$ cat src/rtl/ascon_pkg.sv
// Shared constants and the controller state enumeration for the Ascon-Hash sponge.
package ascon_pkg;

  localparam int RATE_W   = 64;
  localparam int STATE_W  = 320;
  localparam int DIGEST_W = 256;
  localparam int ROUNDS_A = 12;

  // Ascon-Hash v1.2 initial value for x0; x1..x4 start at zero.
  localparam logic [RATE_W-1:0] ASCON_HASH_IV = 64'h00400c0000000100;

  // Padding block used when the final message block was completely full.
  localparam logic [RATE_W-1:0] PAD_FULL = 64'h8000000000000000;

  typedef enum logic [2:0] {
    IDLE,
    INIT,
    ABSORB,
    PERM_ABS,
    PAD_EXTRA,
    PERM_SQZ,
    SQZ_TAKE,
    DONE
  } sponge_state_t;

endpackage

$ cat src/rtl/ascon_pad.sv
// Combinational padding of the final rate block: keep the first msg_bytes bytes,
// append 0x80, fill with zeros. A count of 8 or more passes the block through.
module ascon_pad
  import ascon_pkg::*;
(
  input  logic [RATE_W-1:0] msg_data,
  input  logic [3:0]        msg_bytes,
  output logic [RATE_W-1:0] padded
);

  // Per-byte select between message byte, padding marker and zero.
  always_comb begin
    padded = '0;
    for (int i = 0; i < 8; i++) begin
      if (4'(i) < msg_bytes) begin
        padded[63-8*i -: 8] = msg_data[63-8*i -: 8];
      end else if (4'(i) == msg_bytes) begin
        padded[63-8*i -: 8] = 8'h80;
      end
    end
  end

endmodule

$ cat src/rtl/sponge_ctrl.sv
// Ascon-Hash sponge controller: owns the 320-bit state, absorbs 64-bit message
// blocks, sequences an external permutation core and squeezes a 256-bit digest.
module sponge_ctrl
  import ascon_pkg::*;
(
  input  logic                clk,
  input  logic                rst,
  input  logic                msg_valid,
  input  logic [RATE_W-1:0]   msg_data,
  input  logic                msg_last,
  input  logic [3:0]          msg_bytes,
  output logic                msg_ready,
  output logic                perm_start,
  output logic [4:0]          perm_rounds,
  output logic [STATE_W-1:0]  perm_state,
  input  logic [STATE_W-1:0]  perm_out,
  input  logic                perm_done,
  output logic [DIGEST_W-1:0] digest,
  output logic                digest_valid,
  input  logic                digest_ready,
  output logic                busy
);

  sponge_state_t       st;
  logic [STATE_W-1:0]  s;
  logic [1:0]          sqz_cnt;
  logic [RATE_W-1:0]   pad_blk;
  logic [RATE_W-1:0]   x0;
  logic                perm_phase;
  logic                perm_fin;
  logic                accept;
  logic                last_full;

  ascon_pad u_pad (
    .msg_data  (msg_data),
    .msg_bytes (msg_bytes),
    .padded    (pad_blk)
  );

  assign x0          = s[STATE_W-1 -: RATE_W];
  assign perm_state  = s;
  assign perm_rounds = 5'(ROUNDS_A);
  assign perm_phase  = st inside {INIT, PERM_ABS, PAD_EXTRA, PERM_SQZ};
  // A done pulse only counts while this block has a request outstanding.
  assign perm_fin    = perm_phase && perm_start && perm_done;
  assign accept      = msg_valid && msg_ready;
  assign last_full   = msg_bytes >= 4'd8;

  // Main sponge FSM with registered handshake outputs and state/digest storage.
  always_ff @(posedge clk) begin
    if (rst) begin
      st           <= IDLE;
      s            <= '0;
      sqz_cnt      <= '0;
      digest       <= '0;
      msg_ready    <= 1'b0;
      perm_start   <= 1'b0;
      digest_valid <= 1'b0;
      busy         <= 1'b0;
    end else begin
      case (st)
        IDLE: begin
          // The offered block is left on the bus; it is consumed in ABSORB.
          if (msg_valid) begin
            s       <= {ASCON_HASH_IV, {(STATE_W-RATE_W){1'b0}}};
            sqz_cnt <= '0;
            busy    <= 1'b1;
            st      <= INIT;
          end
        end
        INIT, PERM_ABS: begin
          if (perm_fin) begin
            s          <= perm_out;
            perm_start <= 1'b0;
            msg_ready  <= 1'b1;
            st         <= ABSORB;
          end else begin
            perm_start <= 1'b1;
          end
        end
        ABSORB: begin
          if (accept) begin
            msg_ready <= 1'b0;
            if (!msg_last) begin
              s[STATE_W-1 -: RATE_W] <= x0 ^ msg_data;
              st                     <= PERM_ABS;
            end else if (last_full) begin
              s[STATE_W-1 -: RATE_W] <= x0 ^ msg_data;
              st                     <= PAD_EXTRA;
            end else begin
              s[STATE_W-1 -: RATE_W] <= x0 ^ pad_blk;
              sqz_cnt                <= '0;
              st                     <= PERM_SQZ;
            end
          end
        end
        PAD_EXTRA: begin
          // The padding-only block is folded in as the permuted state is captured.
          if (perm_fin) begin
            s          <= {perm_out[STATE_W-1 -: RATE_W] ^ PAD_FULL,
                           perm_out[STATE_W-RATE_W-1:0]};
            sqz_cnt    <= '0;
            perm_start <= 1'b0;
            st         <= PERM_SQZ;
          end else begin
            perm_start <= 1'b1;
          end
        end
        PERM_SQZ: begin
          if (perm_fin) begin
            s          <= perm_out;
            perm_start <= 1'b0;
            st         <= SQZ_TAKE;
          end else begin
            perm_start <= 1'b1;
          end
        end
        SQZ_TAKE: begin
          digest[DIGEST_W-1-RATE_W*int'(sqz_cnt) -: RATE_W] <= x0;
          sqz_cnt <= sqz_cnt + 2'd1;
          if (sqz_cnt == 2'd3) begin
            digest_valid <= 1'b1;
            st           <= DONE;
          end else begin
            st <= PERM_SQZ;
          end
        end
        DONE: begin
          if (digest_ready) begin
            digest_valid <= 1'b0;
            busy         <= 1'b0;
            st           <= IDLE;
          end
        end
        default: st <= IDLE;
      endcase
    end
  end

endmodule

$ cat config.mk
export PLATFORM = sky130hd
export DESIGN_NAME = sponge_ctrl
export DESIGN_NICKNAME = d
export VERILOG_FILES = /design/src/rtl/ascon_pkg.sv /design/src/rtl/ascon_pad.sv /design/src/rtl/sponge_ctrl.sv
export SDC_FILE = /design/constraint.sdc
export NUM_CORES = 1
export LEC_CHECK = 0
export CAP_MARGIN = 10
export CORE_AREA = 2 2 381 383
export CTS_CLUSTER_DIAMETER = 100
export DETAILED_ROUTE_END_ITERATION = 12
export DIE_AREA = 0 0 383 385
export PLACE_DENSITY_LB_ADDON = 0.15
export SETUP_SLACK_MARGIN = 0.3
export SYNTH_ARGS = -nofsm -noshare
export SYNTH_HDL_FRONTEND = slang
export SYNTH_HIERARCHICAL = 1
export SYNTH_SLANG_ARGS = --single-unit
$ cat constraint.sdc
create_clock -name clk -period 2 [get_ports clk]
set_clock_uncertainty 0.1 [all_clocks]
set_input_delay 0.2 -clock clk [delete_from_list [all_inputs] [get_ports clk]]
set_output_delay 0.2 -clock clk [all_outputs]
set_load 0.01 [all_outputs]
After elaboration in Yosys (flattened, before gate mapping). Cells that the tools add are included. Widths: inputs -> output; s select.

Add/subtract/negate cells: 3. Multipliers: 0. Divide/modulo/power cells: 0. Order comparisons: 9. Equal/unequal tests: 25. Shift-type cells: 2. Multiplexer cells: 50. Bitwise operators: 3. Reduce and logical (&&, ||, !) cells: 22.

Operator list (count): $mux 320 (3); $pmux 256 s3 (1); $shift 64x33->319 const A (1); $shiftx 64x33->319 (1); $bwmux 256 (1); $pmux 64 s4 (1); $mux 64 (3); $mux 8 (16); $xor 64x64->64 (2); $neg 9->33 (1); $mux 3 (7); $pmux 3 s7 (1); $ne 2x2->1 const B (9); $eq 3x4->1 const A (4); $lt 3x4->1 const A (4); $eq 3x3->1 const B (4); $mux 2 (6); $reduce_and 6->1 (2); $reduce_bool 4->1 (3); $reduce_and 3->1 (3); $sub 8x8->9 const A (1); $eq 2x4->1 const A (2); $lt 1x4->1 const A (2); $lt 2x4->1 const A (2); 21 further kinds (34).

Register bits after elaboration: 585. Latch bits: 0. Bits in writable memories: 0. Bits in read-only memories: 0. Input bits: 394. Output and inout port bits: 585. Logic and storage cells: 123. Memories kept: 0.

Longest topological paths before layout. Gate-level depths: netlist of the first run.

Depth after elaboration: 8. Mapped depth: 10. Mapped depth without buffers: 6.

Cells and area by module. Netlist of the first run, hierarchy kept.

Modules (own cells, without submodules): sponge_ctrl (times used 1, cells an instance 2850, area an instance 23172.2 µm², seq. area each 11711.2 µm²); ascon_pad (times used 1, cells an instance 88, area an instance 579.3 µm², seq. area each 0.0 µm²).

Least setup slack after synthesis of the first run. Ideal clock, no wire load.

Path type: register -> register. From: reg perm_start. To: reg s[112] (netlist: perm_state[112]). Library setup time: 0.131 ns. Arrival time: 1.552 ns. Required time: 1.769 ns. Path slack: 0.217 ns. Cell stages (with the launch flop): 10. Buffers on the path: 4. Period minus slack after synthesis: 1.783 ns. Cell sequence: dfxtp_1 and2_1 a22oi_2 o22ai_4 buf_6 buf_6 buf_12 buf_4 nand3_1 o21ai_0.

Word-level cells in the longest chain between the ends: 4. Elaborated cells on any way between the ends: 5. Those cells by class: eq/ne: 2; reduce/logical: 3.

RTL lines: start, declared (line sponge_ctrl.sv:13) `output logic perm_start,`; start signal, assigned (line sponge_ctrl.sv:57) `perm_start <= 1'b0;`; start signal, assigned (line sponge_ctrl.sv:74) `perm_start <= 1'b0;`; start signal, assigned (line sponge_ctrl.sv:78) `perm_start <= 1'b1;`; $logic_and 1x1->1 (*) (2 in series) (line sponge_ctrl.sv:45) `assign perm_fin = perm_phase && perm_start && perm_done;`; $ne 2x1->1 (no line) / $ne 2x2->1 (equally long branches); $reduce_and 4->1 (no line) (*); end signal, assigned (line sponge_ctrl.sv:65) `s <= {ASCON_HASH_IV, {(STATE_W-RATE_W){1'b0}}};`; end signal, assigned (line sponge_ctrl.sv:73) `s <= perm_out;`; end signal, assigned by index (line sponge_ctrl.sv:85) `s[STATE_W-1 -: RATE_W] <= x0 ^ msg_data;`; end, declared (line sponge_ctrl.sv:25) `logic [STATE_W-1:0] s;`.

Mark *: on every way between the ends. The rest lies on a longest branch, timed or not. A chain may end at the register's enable or synchronous reset.

Final worst setup path of the first run.
From: reg st[0]. To: reg digest[26].

Word-level cells in the longest chain between the ends: 1.

RTL lines: start, declared (line sponge_ctrl.sv:24) `sponge_state_t st;`; start signal, assigned (line sponge_ctrl.sv:52) `st <= IDLE;`; start signal, assigned (line sponge_ctrl.sv:68) `st <= INIT;`; start signal, assigned (line sponge_ctrl.sv:76) `st <= ABSORB;`; $eq 3x3->1 (line sponge_ctrl.sv:61) `case (st)`; end signal, assigned (line sponge_ctrl.sv:55) `digest <= '0;`; end signal, assigned by index (line sponge_ctrl.sv:119) `digest[DIGEST_W-1-RATE_W*int'(sqz_cnt) -: RATE_W] <= x0;`; end, declared (line sponge_ctrl.sv:18) `output logic [DIGEST_W-1:0] digest,`.

Every way passes these cells.

==> results of run 1 <==
-- sequential cells by signal, indices dropped and copies added (netlist names) --
signal        cells
perm_state      320
digest          256
st                3
sqz_cnt           2
busy              1
digest_valid      1
msg_ready         1
perm_start        1
-- repair_timing --
action | 4_1_cts | 5_1_grt
gates cloned | 46 | 49
setup buffers | 50 | 35
resized for setup | 682 | 487
hold buffers | 247 | 0
setup endpoints to repair | 1160 | 1021
pin swaps | 59 | 162
endpoints found under the hold margin | 268 | 0
-- report_power, final --
part	switching [W]	internal, W
logic	0.00614	0.00682
clock network	0.00599	0.00845
registers	0.000433	0.0123
total	0.0126	0.0276
-- final timing paths --
path,cells past startpoint,end,from
max reg2reg,8,digest[26]$_SDFFE_PP0P_,st[0]$_SDFFE_PP0P_
min,3,perm_state[6]$_SDFFE_PP0P_,perm_out[6]
max,8,digest[26]$_SDFFE_PP0P_,st[0]$_SDFFE_PP0P_
min reg2reg,2,perm_state[96]$_SDFFE_PP0P_,perm_state[96]$_SDFFE_PP0P_
-- worst reg2reg max path: cells and delay by family, from the launching register on --
family                 cells  cell delay (ps)
buffers and inverters      4              540
AND/OR/NAND/NOR            3              700
flip-flops                 1              370
AO/OA/AOI/OAI              1              150
-- area by class of cell --
class                      instances  share of cell area
multi-input combinational       2073              0.2594
tap                             1903             0.04975
antenna                           11           0.0005751
sequential                       585              0.2468
timing repair buffer            1661              0.3893
clock inverter                    22            0.005960
clock buffer                     109             0.04750
inverter                           7           0.0007058
-- through the flow --
| step | TNS, ps | setup WS (ps) | utilization |
|---|---|---|---|
| final | 0 | 62.72 | 0.3344 |
| after global routing | 0 | 15.16 | 0.3343 |
| after CTS | 0 | 27.16 | 0.3128 |
| after detailed placement | -34990 | -226.1 | 0.2625 |
| after global placement | -28240 | -218.4 | 0.2625 |
| after floorplan | 0 | 307.9 | - |
-- cell usage in the layout, fill, tap and decap left out, types with 46 or more instances in the layout --
cell / count
sky130_fd_sc_hd__nand3_1: 442
sky130_fd_sc_hd__o21ai_1: 156
sky130_fd_sc_hd__o21ai_0: 124
sky130_fd_sc_hd__nand3_2: 119
sky130_fd_sc_hd__a22oi_1: 49
sky130_fd_sc_hd__clkbuf_16: 120
sky130_fd_sc_hd__dlygate4sd3_1: 247
sky130_fd_sc_hd__buf_2: 54
sky130_fd_sc_hd__buf_16: 52
sky130_fd_sc_hd__clkdlybuf4s50_1: 742
sky130_fd_sc_hd__buf_4: 188
sky130_fd_sc_hd__nand2_1: 518
sky130_fd_sc_hd__clkdlybuf4s15_2: 47
sky130_fd_sc_hd__dlygate4sd2_1: 82
sky130_fd_sc_hd__dfxtp_1: 548
sky130_fd_sc_hd__nor2b_1: 46
sky130_fd_sc_hd__buf_6: 52
sky130_fd_sc_hd__o21ai_2: 48
sky130_fd_sc_hd__mux2i_1: 67
sky130_fd_sc_hd__a21oi_1: 223
sky130_fd_sc_hd__buf_12: 100
-- routing by layer --
layer	vias to the layer above	share of wire	track usage
li1	13280	-	-
met2	901	0.50	0.3516
met3	192	0.070	0.05545
met1	13740	0.41	0.2398
met4	18	0.024	0.04892
met5	-	0.00075	0
-- cell families after synthesis --
logic type      share of synthesized area
buf+inv                           0.05874
compound gates                     0.1640
mux                               0.02871
flops                              0.4931
fa+ha+maj                        0.002107
other cells                     0.0003162
simple gates                       0.2531
==> metrics.txt, run 1 <==
run status complete, no violations; Storage cell area 11810 µm²; type of the worst setup path flip-flop to flip-flop; cell breakdown of the critical path buf_6, and2b_2, buf_6, and3_4, buf_4, buf_12, nand3_1, a21oi_1; leakage around 18 nW; multi-input gate area in the final layout 12410 µm²; final number of max-transition violations 0; minimum period implied by the final worst setup slack approximately 1900 ps; biggest area contributors in the synthesized netlist sky130_fd_sc_hd__dfxtp_1 49%, sky130_fd_sc_hd__nand3_1 12%, sky130_fd_sc_hd__nand2_1 8.4%, sky130_fd_sc_hd__a21oi_1 5.5%, sky130_fd_sc_hd__o21ai_0 4.9%; vertical die dimension ~390 µm; count of endpoints failing setup in the final report 0; fraction of synthesis flops using an asynchronous set or reset pin 0; GRT Util Overall 0.2002; share of final-layout standard cells stronger than drive strength 1 0.2293; hold slack about 46 ps; clock tree from TritonCTS done; number of cells in the design after placement 5802; number of antenna violations at the first check in global routing 22; yosys warns 6; Post-synth top cells 592 x sky130_fd_sc_hd__nand3_1, 585 x sky130_fd_sc_hd__dfxtp_1, 529 x sky130_fd_sc_hd__nand2_1; drt total wl around 160000 µm; Max Cap Violations 0; share of synthesized area occupied by flip-flops and latches 0.4931; worst-margin pin slew just under 800 ps; Most used DFF post-synth sky130_fd_sc_hd__dfxtp_1; number of different library cells in the post-synthesis netlist just under 60; number of cells in the finished layout apart from fillers ~6400; top-count cell post-synth sky130_fd_sc_hd__nand3_1; cell count after synthesis between 2000 and 3000; Cell Area, Placed between 30000 and 40000 µm²; worst-case headroom to the max-slew limit 0.4761; required time reported for the critical path endpoint between 2000 and 3000 ps; post-DR wirelength/cell 25.19 µm; Post-synth EDFFs 0; critical path launch point type flip-flop; portion of the clock cycle consumed by the worst path in the final layout 0.9686; arrival time at the worst endpoint about 2400 ps; Layout Nets 4806; total chip power around 0.040 W; CTS Root Buffer Type sky130_fd_sc_hd__clkbuf_16; io pins ~980; Largest stage delay, worst path ~370 ps; vias in the first global route between 20000 and 30000; highest net fanout along the worst path 8; family of cells with the greatest summed delay on the critical path simple AND/OR/NAND/NOR gates; Core Rows 139; CP max-delay cell sky130_fd_sc_hd__dfxtp_4; maximum number of pins on one net before global-route repair 98; initial core utilization 0.1659; router iterations before antenna repair 5; Most common cell on crit path sky130_fd_sc_hd__buf_6; half-perimeter wire length after detailed placement ~110000 µm; layout overhead on the synthesized area 101.5%; Port Buf Inserts 973; die outline area 147500 µm²; area share of the largest cell type after synthesis 0.4931; setup repair after global routing missed its margin true; Overflow after GRT 0; depth of the CTS H-tree 3; buffering stage count on the worst path with inverters included 4; die outline width between 300 and 400 µm; Hold Vio Cnt, Final 0; CTS max path bufs 3; Worst IR Drop VDD 697.0 µV; CTS sink cnt between 500 and 600; register-to-register path setup slack between 60 and 70 ps; post-layout instance area 47860 µm²; total of flip-flops plus latches after synthesis roughly 600; vias ~28000; Power Density roughly 840 nW/µm²; via count normalized by instance count ~4.4; netlist area before placement between 20000 and 25000 µm²; Core Footprint ~140000 µm²; Synth area leader sky130_fd_sc_hd__dfxtp_1; Detail Route Antenna Nets 0; gp weighted congestion between 0.7 and 0.8; number of buffers added by the clock tree synthesis step 80; clock-pin transition on the worst setup and hold timing paths about 50 ps; capturing element type of the critical path flip-flop; Skew-Pair Late Insertion Delay between 600 and 700 ps; fillers ~15000; Iter 0 DRT Violations 1444; Achievable Freq a little over 500 MHz; DRC Markers 0; path class of the lowest-slack min-delay path primary input to flip-flop; Mean Syn Cell Area around 8 µm²; global-route wire length before repair roughly 210000 µm
(Power assumes the default switching activity.)
==> run 2, diff against run 1 <==
Settings changed: CTS_CLUSTER_SIZE from default to 40.
==> run 2 against run 1 <==
Effect of this change: global-route usage down 0.27 points; register-to-register slack worse by 50 ps; die area did not move; clock power down 31%; final area is 2.6% lower; sequential power barely moved; via count decreased by 1.4%; combinational power barely moved.
==> metrics.txt, run 2 (synthesis gave the netlist of run 1 again) <==
Power Density about 770 nW/µm²; path class of the lowest-slack min-delay path primary input to flip-flop; number of buffers added by the clock tree synthesis step 38; worst-margin pin slew between 800 and 900 ps; CTS max path bufs 3; depth of the CTS H-tree 2; minimum period implied by the final worst setup slack 1987 ps; vias between 20000 and 30000; number of flip-flops under the largest register name 320; drt total wl roughly 160000 µm; Achievable Freq between 500 and 600 MHz; Hold Vio Cnt, Final 0; global-route wire length before repair roughly 210000 µm; io pins roughly 980; DRC Markers 0; Worst IR Drop VDD roughly 700 µV; CTS sink cnt 585; share of final-layout standard cells stronger than drive strength 1 0.2165; Max Cap Violations 0; register-to-register path setup slack between 10 and 15 ps; worst path setup slack after routing between 10 and 15 ps; highest net fanout along the worst path 6; type of the worst setup path flip-flop to flip-flop; die outline width between 300 and 400 µm; final number of max-transition violations 0; fillers 14950; leading cell types in the layout, fill and taps excluded 773 x sky130_fd_sc_hd__clkdlybuf4s50_1, 547 x sky130_fd_sc_hd__dfxtp_1, 517 x sky130_fd_sc_hd__nand2_1; run status complete, no violations; post-DR wirelength/cell 25.36 µm; number of antenna violations at the first check in global routing 25; hold slack 55.64 ps; count of endpoints failing setup in the final report 0; Layout Nets between 4000 and 5000; number of cells in the design after placement slightly below 6000; Skew-Pair Late Insertion Delay around 630 ps; leakage approximately 17 nW; clock tree from TritonCTS done; capturing element type of the critical path flip-flop; critical path launch point type flip-flop; worst-case headroom to the max-slew limit 0.4092; number of cells in the finished layout apart from fillers 6282; router iterations before antenna repair 5; GRT Util Overall 0.1975; vertical die dimension approximately 390 µm; Port Buf Inserts 973; arrival time at the worst endpoint ~2400 ps; setup repair after global routing missed its margin true; layout overhead on the synthesized area 96.21%; Core Rows between 100 and 150; vias in the first global route approximately 27000; leading cell type in the layout, fill and taps excluded sky130_fd_sc_hd__clkdlybuf4s50_1; initial core utilization 0.1659; Iter 0 DRT Violations between 1000 and 1500; Overflow after GRT 0; half-perimeter wire length after detailed placement 108100 µm; CTS Root Buffer Type sky130_fd_sc_hd__clkbuf_16; portion of the clock cycle consumed by the worst path in the final layout 0.9934; die outline area approximately 150000 µm²; setup_tns 0 ps; Core Footprint around 140000 µm²; Detail Route Antenna Nets 0; required time reported for the critical path endpoint roughly 2400 ps; via count normalized by instance count ~4.4; clock-pin transition on the worst setup and hold timing paths between 100 and 150 ps; worst-case setup slack after placement -226.1 ps; maximum number of pins on one net before global-route repair 98; gp weighted congestion a little under 0.8
## run 2: cell types whose count changed in the layout (fill, tap and decap cells not counted), sizes merged
cell	before	now
diode	11	9
bufinv	4	3
clkdlybuf4s18	2	3
clkinv	10	11
buf	458	444
clkdlybuf4s50	742	773
dlygate4sd2	82	53
clkdlybuf4s15	50	58
dlymetal6s2s	38	50
inv	11	17
clkinvlp	4	2
clkbuf	147	78
dlygate4sd3	247	216
## run 2: layer usage
metal	GRT usage	up-vias	wire [µm]
met1	0.2346	13630	63960
met5	0	-	174
met3	0.05439	157	11090
met4	0.04389	26	4078
met2	0.3515	833	79990
li1	-	13100	-
## run 2: area by class of cell
cell class,count,area [µm²],area share
inverter,7,33.78,0.0007249
antenna,9,22.52,0.0004833
tap,1903,2381,0.05109
timing repair buffer,1636,18530,0.3976
clock buffer,43,1054,0.02261
multi-input combinational,2073,12320,0.2644
clock inverter,26,440.4,0.009451
sequential,585,11820,0.2536
## run 2: final timing paths
check	cells after the start	startpoint	to
hold reg to reg	2	perm_state[96]$_SDFFE_PP0P_	perm_state[96]$_SDFFE_PP0P_
setup reg to reg	10	st[2]$_SDFFE_PP0P_	digest[64]$_SDFFE_PP0P_
hold / removal	3	perm_out[173]	perm_state[173]$_SDFFE_PP0P_
setup / recovery	10	st[2]$_SDFFE_PP0P_	digest[64]$_SDFFE_PP0P_
## run 2: through the flow
step | power (W) | area [µm²] | utilization
2_1_floorplan | 0.01633 | 23770 | -
3_3_place_gp | 0.02122 | 37570 | 0.2625
3_5_place_dp | 0.02122 | 37570 | 0.2625
4_1_cts | 0.03420 | 43780 | 0.3059
5_1_grt | 0.03735 | 46600 | 0.3256
6_report | 0.03577 | 46600 | 0.3256
## run 2: power breakdown
part / internal, W / switching (W) / total, W
Sequential: 0.0123 / 0.000432 / 0.0127
Combinational: 0.00691 / 0.00609 / 0.0130
Clock: 0.00455 / 0.00550 / 0.0100
## run 2: repair_timing
item,in CTS,in global routing
gates resized for setup,617,412
hold buffers,216,0
gates cloned,44,44
setup endpoints to repair,1160,1049
buffers inserted,60,38
pin swaps,83,137
endpoints found under the hold margin,225,0
## run 2: critical path, stage by stage, from the launching register on
cell and delay (ps):
sky130_fd_sc_hd__dfxtp_4 380, sky130_fd_sc_hd__buf_6 120, sky130_fd_sc_hd__buf_6 110, sky130_fd_sc_hd__and2b_2 220, sky130_fd_sc_hd__buf_6 130, sky130_fd_sc_hd__and3_4 200
sky130_fd_sc_hd__buf_12 150, sky130_fd_sc_hd__buf_12 130, sky130_fd_sc_hd__clkbuf_16 170, sky130_fd_sc_hd__nand3_1 80, sky130_fd_sc_hd__a21oi_1 60
